File: config.mk
export PLATFORM = sky130hd
export DESIGN_NAME = inst_loader
export DESIGN_NICKNAME = d
export VERILOG_FILES = /design/src/rtl/inst_loader.sv
export SDC_FILE = /design/constraint.sdc
export NUM_CORES = 1
export LEC_CHECK = 0
export ABC_AREA = 1
export CAP_MARGIN = 20
export CELL_PAD_IN_SITES_DETAIL_PLACEMENT = 1
export CELL_PAD_IN_SITES_GLOBAL_PLACEMENT = 2
export CORE_MARGIN = 2
export CORE_UTILIZATION = 33
export DETAILED_ROUTE_END_ITERATION = 6
export MAX_ROUTING_LAYER = met4
export PLACE_DENSITY = 0.8
export SYNTH_ARGS = -nofsm -noshare
export SYNTH_HDL_FRONTEND = slang
export SYNTH_SLANG_ARGS = --single-unit
export TNS_END_PERCENT = 30
File: constraint.sdc
create_clock -name Clk -period 2.1 [get_ports Clk]
set_input_delay 0.42 -clock Clk [delete_from_list [all_inputs] [get_ports Clk]]
set_output_delay 0.42 -clock Clk [all_outputs]
set_load 0.02 [all_outputs]
File: src/rtl/inst_loader.sv
// Program loader: receives a byte stream (16-bit word count, little-endian
// instruction words, XOR checksum) over a valid/ready handshake and writes
// each assembled word to the instruction memory. The fetch stage is held
// for the whole load and released only once the checksum has matched.
module inst_loader #(
  parameter logic [31:0] BASE_ADDR = 32'h0000_0000,
  parameter int unsigned MAX_WORDS = 64
) (
  input  logic        Clk,
  input  logic        Clrn,
  input  logic        Start,
  input  logic [7:0]  RxData,
  input  logic        RxValid,
  output logic        RxReady,
  output logic        WrEn,
  output logic [31:0] WrAddr,
  output logic [31:0] WrData,
  output logic        CpuHold,
  output logic        Done,
  output logic        Err
);

  typedef enum logic [2:0] {
    S_IDLE  = 3'd0,
    S_LEN0  = 3'd1,
    S_LEN1  = 3'd2,
    S_DATA  = 3'd3,
    S_WRITE = 3'd4,
    S_CSUM  = 3'd5,
    S_DONE  = 3'd6,
    S_ERR   = 3'd7
  } state_e;

  // Running checksum step: XOR of every instruction byte.
  function automatic logic [7:0] csum_update(input logic [7:0] csum,
                                             input logic [7:0] data);
    return csum ^ data;
  endfunction

  state_e      state_q, state_d;
  logic        rx_ready_q, rx_ready_d;
  logic        wr_en_q, wr_en_d;
  logic [31:0] wr_addr_q, wr_addr_d;
  logic [31:0] wr_data_q, wr_data_d;
  logic        cpu_hold_q, cpu_hold_d;
  logic        done_q, done_d;
  logic        err_q, err_d;
  logic [15:0] count_q, count_d;
  logic [15:0] word_idx_q, word_idx_d;
  logic [1:0]  byte_idx_q, byte_idx_d;
  logic [7:0]  csum_q, csum_d;
  // Lower three bytes of the word being assembled; the fourth byte is
  // combined with these directly into WrData on entry to WRITE.
  logic [23:0] word_q, word_d;

  logic        accept_s;
  logic [15:0] count_full_s;
  logic [15:0] idx_next_s;

  assign accept_s     = rx_ready_q & RxValid;
  assign count_full_s = {RxData, count_q[7:0]};
  assign idx_next_s   = word_idx_q + 16'd1;

  // Next-state, datapath and registered-output computation.
  always_comb begin
    state_d    = state_q;
    wr_addr_d  = wr_addr_q;
    wr_data_d  = wr_data_q;
    cpu_hold_d = cpu_hold_q;
    done_d     = done_q;
    err_d      = err_q;
    count_d    = count_q;
    word_idx_d = word_idx_q;
    byte_idx_d = byte_idx_q;
    csum_d     = csum_q;
    word_d     = word_q;
    rx_ready_d = 1'b0;
    wr_en_d    = 1'b0;

    case (state_q)
      S_IDLE, S_DONE, S_ERR: begin
        if (Start) begin
          state_d    = S_LEN0;
          cpu_hold_d = 1'b1;
          done_d     = 1'b0;
          err_d      = 1'b0;
          csum_d     = 8'h00;
          word_idx_d = 16'd0;
          byte_idx_d = 2'd0;
        end else begin
          state_d = state_q;
        end
      end
      S_LEN0: begin
        if (accept_s) begin
          count_d = {count_q[15:8], RxData};
          state_d = S_LEN1;
        end else begin
          state_d = S_LEN0;
        end
      end
      S_LEN1: begin
        if (accept_s) begin
          count_d = count_full_s;
          if ({16'd0, count_full_s} > MAX_WORDS) begin
            state_d = S_ERR;
            err_d   = 1'b1;
          end else if (count_full_s == 16'd0) begin
            state_d = S_CSUM;
          end else begin
            state_d = S_DATA;
          end
        end else begin
          state_d = S_LEN1;
        end
      end
      S_DATA: begin
        if (accept_s) begin
          csum_d     = csum_update(csum_q, RxData);
          byte_idx_d = byte_idx_q + 2'd1;
          if (byte_idx_q == 2'd3) begin
            // Last byte of the word: present the whole word for one write.
            wr_data_d = {RxData, word_q};
            wr_addr_d = BASE_ADDR + {14'd0, word_idx_q, 2'b00};
            state_d   = S_WRITE;
          end else begin
            word_d  = {RxData, word_q[23:8]};
            state_d = S_DATA;
          end
        end else begin
          state_d = S_DATA;
        end
      end
      S_WRITE: begin
        word_idx_d = idx_next_s;
        if (idx_next_s == count_q) begin
          state_d = S_CSUM;
        end else begin
          state_d = S_DATA;
        end
      end
      S_CSUM: begin
        if (accept_s) begin
          if (RxData == csum_q) begin
            state_d    = S_DONE;
            done_d     = 1'b1;
            cpu_hold_d = 1'b0;
          end else begin
            state_d = S_ERR;
            err_d   = 1'b1;
          end
        end else begin
          state_d = S_CSUM;
        end
      end
      default: begin
        state_d = S_IDLE;
      end
    endcase

    // Handshake and strobe are registered, so derive them from the state
    // being entered; they then line up with the state they belong to.
    case (state_d)
      S_LEN0, S_LEN1, S_DATA, S_CSUM: rx_ready_d = 1'b1;
      S_WRITE:                        wr_en_d    = 1'b1;
      default:                        rx_ready_d = 1'b0;
    endcase
  end

  // State and output registers with asynchronous clear.
  always_ff @(posedge Clk or negedge Clrn) begin
    if (!Clrn) begin
      state_q    <= S_IDLE;
      rx_ready_q <= 1'b0;
      wr_en_q    <= 1'b0;
      wr_addr_q  <= BASE_ADDR;
      wr_data_q  <= 32'h0000_0000;
      cpu_hold_q <= 1'b0;
      done_q     <= 1'b0;
      err_q      <= 1'b0;
      count_q    <= 16'd0;
      word_idx_q <= 16'd0;
      byte_idx_q <= 2'd0;
      csum_q     <= 8'h00;
      word_q     <= 24'd0;
    end else begin
      state_q    <= state_d;
      rx_ready_q <= rx_ready_d;
      wr_en_q    <= wr_en_d;
      wr_addr_q  <= wr_addr_d;
      wr_data_q  <= wr_data_d;
      cpu_hold_q <= cpu_hold_d;
      done_q     <= done_d;
      err_q      <= err_d;
      count_q    <= count_d;
      word_idx_q <= word_idx_d;
      byte_idx_q <= byte_idx_d;
      csum_q     <= csum_d;
      word_q     <= word_d;
    end
  end

  assign RxReady = rx_ready_q;
  assign WrEn    = wr_en_q;
  assign WrAddr  = wr_addr_q;
  assign WrData  = wr_data_q;
  assign CpuHold = cpu_hold_q;
  assign Done    = done_q;
  assign Err     = err_q;

endmodule

==> results_dict.tcl <==
set metrics [dict create \
    rsz0062_at_grt "yes" \
    grt_pass1_wl_um 25100 \
    crit_fanout 6 \
    wl_per_cell_um 15.4 \
    synth_edf_count 0 \
    p_leak_uw 0.00346 \
    synth_area_sq_um 5590 \
    grt_start_max_net_pins 65 \
    worst-path-buf-inv 2 \
    path_depth 14 \
    netlist_instances 660 \
    rr_worst_depth 14 \
    status "finished clean" \
    routed_wl_um 15100 \
    async_flop_share_pct 100 \
    seq_power_share_pct 36.5 \
    final_nets 768 \
    crit_chain "buf_6 > clkinvlp_4 > nor2_4 > nand3_1 > nand3_1 > nand2_1 > nor2_1 > nand2_1 > nor2_4 > nand4_1 > nand2_1 > nand2_1 > nand2_1 > nand2_1" \
    htree_levels 4 \
    antenna_found_initial 0 \
    dp_hpwl_um 10800 \
    finalHoldViolCount 0 \
    hold_path_class "input port to async pin" \
    worstSetupPathType "register to register" \
    cts_buffers 17 \
    r2r_end "RxReady" \
    gp_congestion 0.858 \
    avgSynthCellArea_sq_um 8.47 \
    required_ns 2.40 \
    vias_per_cell 4.75 \
    fin_area_sq_um 7370 \
    fillCellCount 1960 \
    multi_input_area_sq_um 2180 \
    fp.dieH_um 134 \
    area_growth_pct 31.7 \
    die-area_sq_um 18000 \
    rows 47 \
    final_common_cell "nand2_1" \
    grt_usage_pct 18.3 \
    final_cell_mix "nand2_1, dfrtp_1, o21ai_0, inv_1, clkdlybuf4s50_1" \
    cap_violations 0 \
    cts_tree "yes" \
    clock_skew_ns 0.00673 \
    period_share_pct 98.8 \
    slew_violations 0 \
    drtPass1Iterations 4 \
    fin_util_pct 44.4 \
    end_kind "register" \
    yosys_warnings 0 \
    grt_pass1_vias 4996 \
    clk_path_buf_depth 2 \
    crit_family "simple AND/OR/NAND/NOR gates" \
    irDropWorstVdd_mv 0.831 \
    synth.distinct_cells 31 \
    port_buffers 64 \
    grt_overflow_total 0 \
    clk_pin_slew_ns 0.05 \
    swShare_pct 33.7 \
    die_w_um 134 \
    vias 4674 \
    crit_path_start_kind "register" \
    crit_start "word_idx_q[0]" \
    fmaxAchievable_ghz 0.482 \
    place_area_sq_um 6640 \
    core_sq_um 16600 \
    power.density_nw_per_um2 1280 \
    period_minus_slack_ns 2.07 \
    crit_path_frequent_cell "nand2_1" \
    p_int_uw 6270 \
    hold_buffers 0 \
    crit-reg2reg-launch "word_idx_q[0]" \
    final_layout_size_suffix_gt1_share_pct 12.0 \
    io_pins 81 \
    power.share.clock_pct 32.9 \
    root_buffer "clkbuf_16" \
    timing.critical_path.slowest_cell_delay_ns 0.40 \
    cp.arrival_ns 2.38 \
    clkSinkCount 122 \
    n_antenna_cell 0 \
    drc 0 \
    drt-initial-drc-count 236 \
    final-seq-area_sq_um 3050 \
    ys_ff_latch 122 \
    seq_area_frac_synth_pct 54.6 \
    clk_latency_ns 0.41 \
    power_switching_uw 3190 \
    critical_path.slowest_cell "dfrtp_1" \
    antenna_left 0 \
    reg2reg_slack_ns 0.03 \
    synth_ff_type "dfrtp_1" \
    cp-endpoint "RxReady" \
    finalSetupViolCount 0 \
    initial_core_util_pct 33.7 \
    combPwrFrac_pct 30.6 \
]
per-layer routing:
| layer | up-vias | routed length (um) | GRT usage, % |
|---|---|---|---|
| met5 | - | 0 | - |
| li1 | 2304 | - | - |
| met1 | 2288 | 7100 | 23.3 |
| met2 | 64 | 7410 | 29.8 |
| met3 | 18 | 384 | 3.36 |
| met4 | 0 | 241 | 5.79 |
synth_stat cells (3+ instances only):
master	n	area, sq um
nor2_2	4	25.0
nand3_1	39	195
a22o_1	9	78.8
clkbuf_1	14	52.6
o21ai_0	90	450
inv_1	73	274
nor2_4	3	33.8
dfrtp_1	122	3050
buf_4	16	120
nor4_1	3	18.8
nor2_1	25	93.8
buf_2	4	20.0
nand2_2	4	25.0
nand2_1	188	706
o22ai_1	12	75.1
a21oi_1	5	25.0
inv_2	3	11.3
xor2_1	10	87.6
nor3_1	6	30.0
o21ai_1	4	20.0
nand4_1	10	62.6
flip-flops by register name, summed over array words and instances (netlist names), 2 cells and up:
name / count
state_q: 3
word_q: 24
count_q: 16
word_idx_q: 16
WrData: 32
WrAddr: 16
csum_q: 8
byte_idx_q: 2
per-stage QoR:
step / power (uW) / hold WS (ns) / setup slack [ns] / std cells / TNS (ns)
after CTS: 9510 / 0.0144 / 0.00842 / 982 / 0
after floorplan: 5080 / 0.124 / 0.310 / 675 / 0
after global placement: 6180 / 0.459 / -0.0592 / 951 / -1.99
final: 9460 / 0.00969 / 0.0256 / 985 / 0
after detailed placement: 6290 / 0.459 / -0.122 / 951 / -4.07
after global routing: 10100 / 0.0121 / -0.149 / 985 / -0.180
repair_timing:
item	4_1_cts	5_1_grt
setup buffers	1	3
setup endpoints to repair	2	44
pin swaps	6	10
resized for setup	8	16
power groups by stage:
stage                     clock (uW)  sequential, uW  combinational [uW]
after floorplan                    0            3630                1450
after global placement             0            3460                2710
after detailed placement           0            3480                2810
after CTS                       3180            3450                2880
after global routing            3270            3550                3260
final                           3110            3460                2900
worst min path at each step:
stage / from / slack (ns) / to / cells past startpoint
after floorplan: Clrn / 0.12 / CpuHold / 0
after global placement: Clrn / 0.46 / byte_idx_q[0] / 2
after detailed placement: Clrn / 0.46 / byte_idx_q[0] / 2
after CTS: Clrn / 0.01 / byte_idx_q[0] / 2
after global routing: Clrn / 0.01 / byte_idx_q[0] / 2
final: Clrn / 0.01 / byte_idx_q[0] / 2
kinds of logic after synthesis:
group,share of synthesized area [%]
XOR/XNOR,2.15
adder cells (fa/ha/maj),0.447
other,0.0670
flip-flops,54.6
buffers and inverters,8.81
AND/OR/NAND/NOR,21.9
AO/OA/AOI/OAI,12.0
final cells by class:
class	count	share of cell area [%]
Tap cell	220	3.74
Multi-Input combinational cell	439	29.6
Sequential cell	122	41.4
Clock buffer	21	5.98
Timing Repair Buffer	96	12.8
Inverter	78	4.03
Clock inverter	9	2.34
No activity file was read; power rests on OpenSTA's default activity.
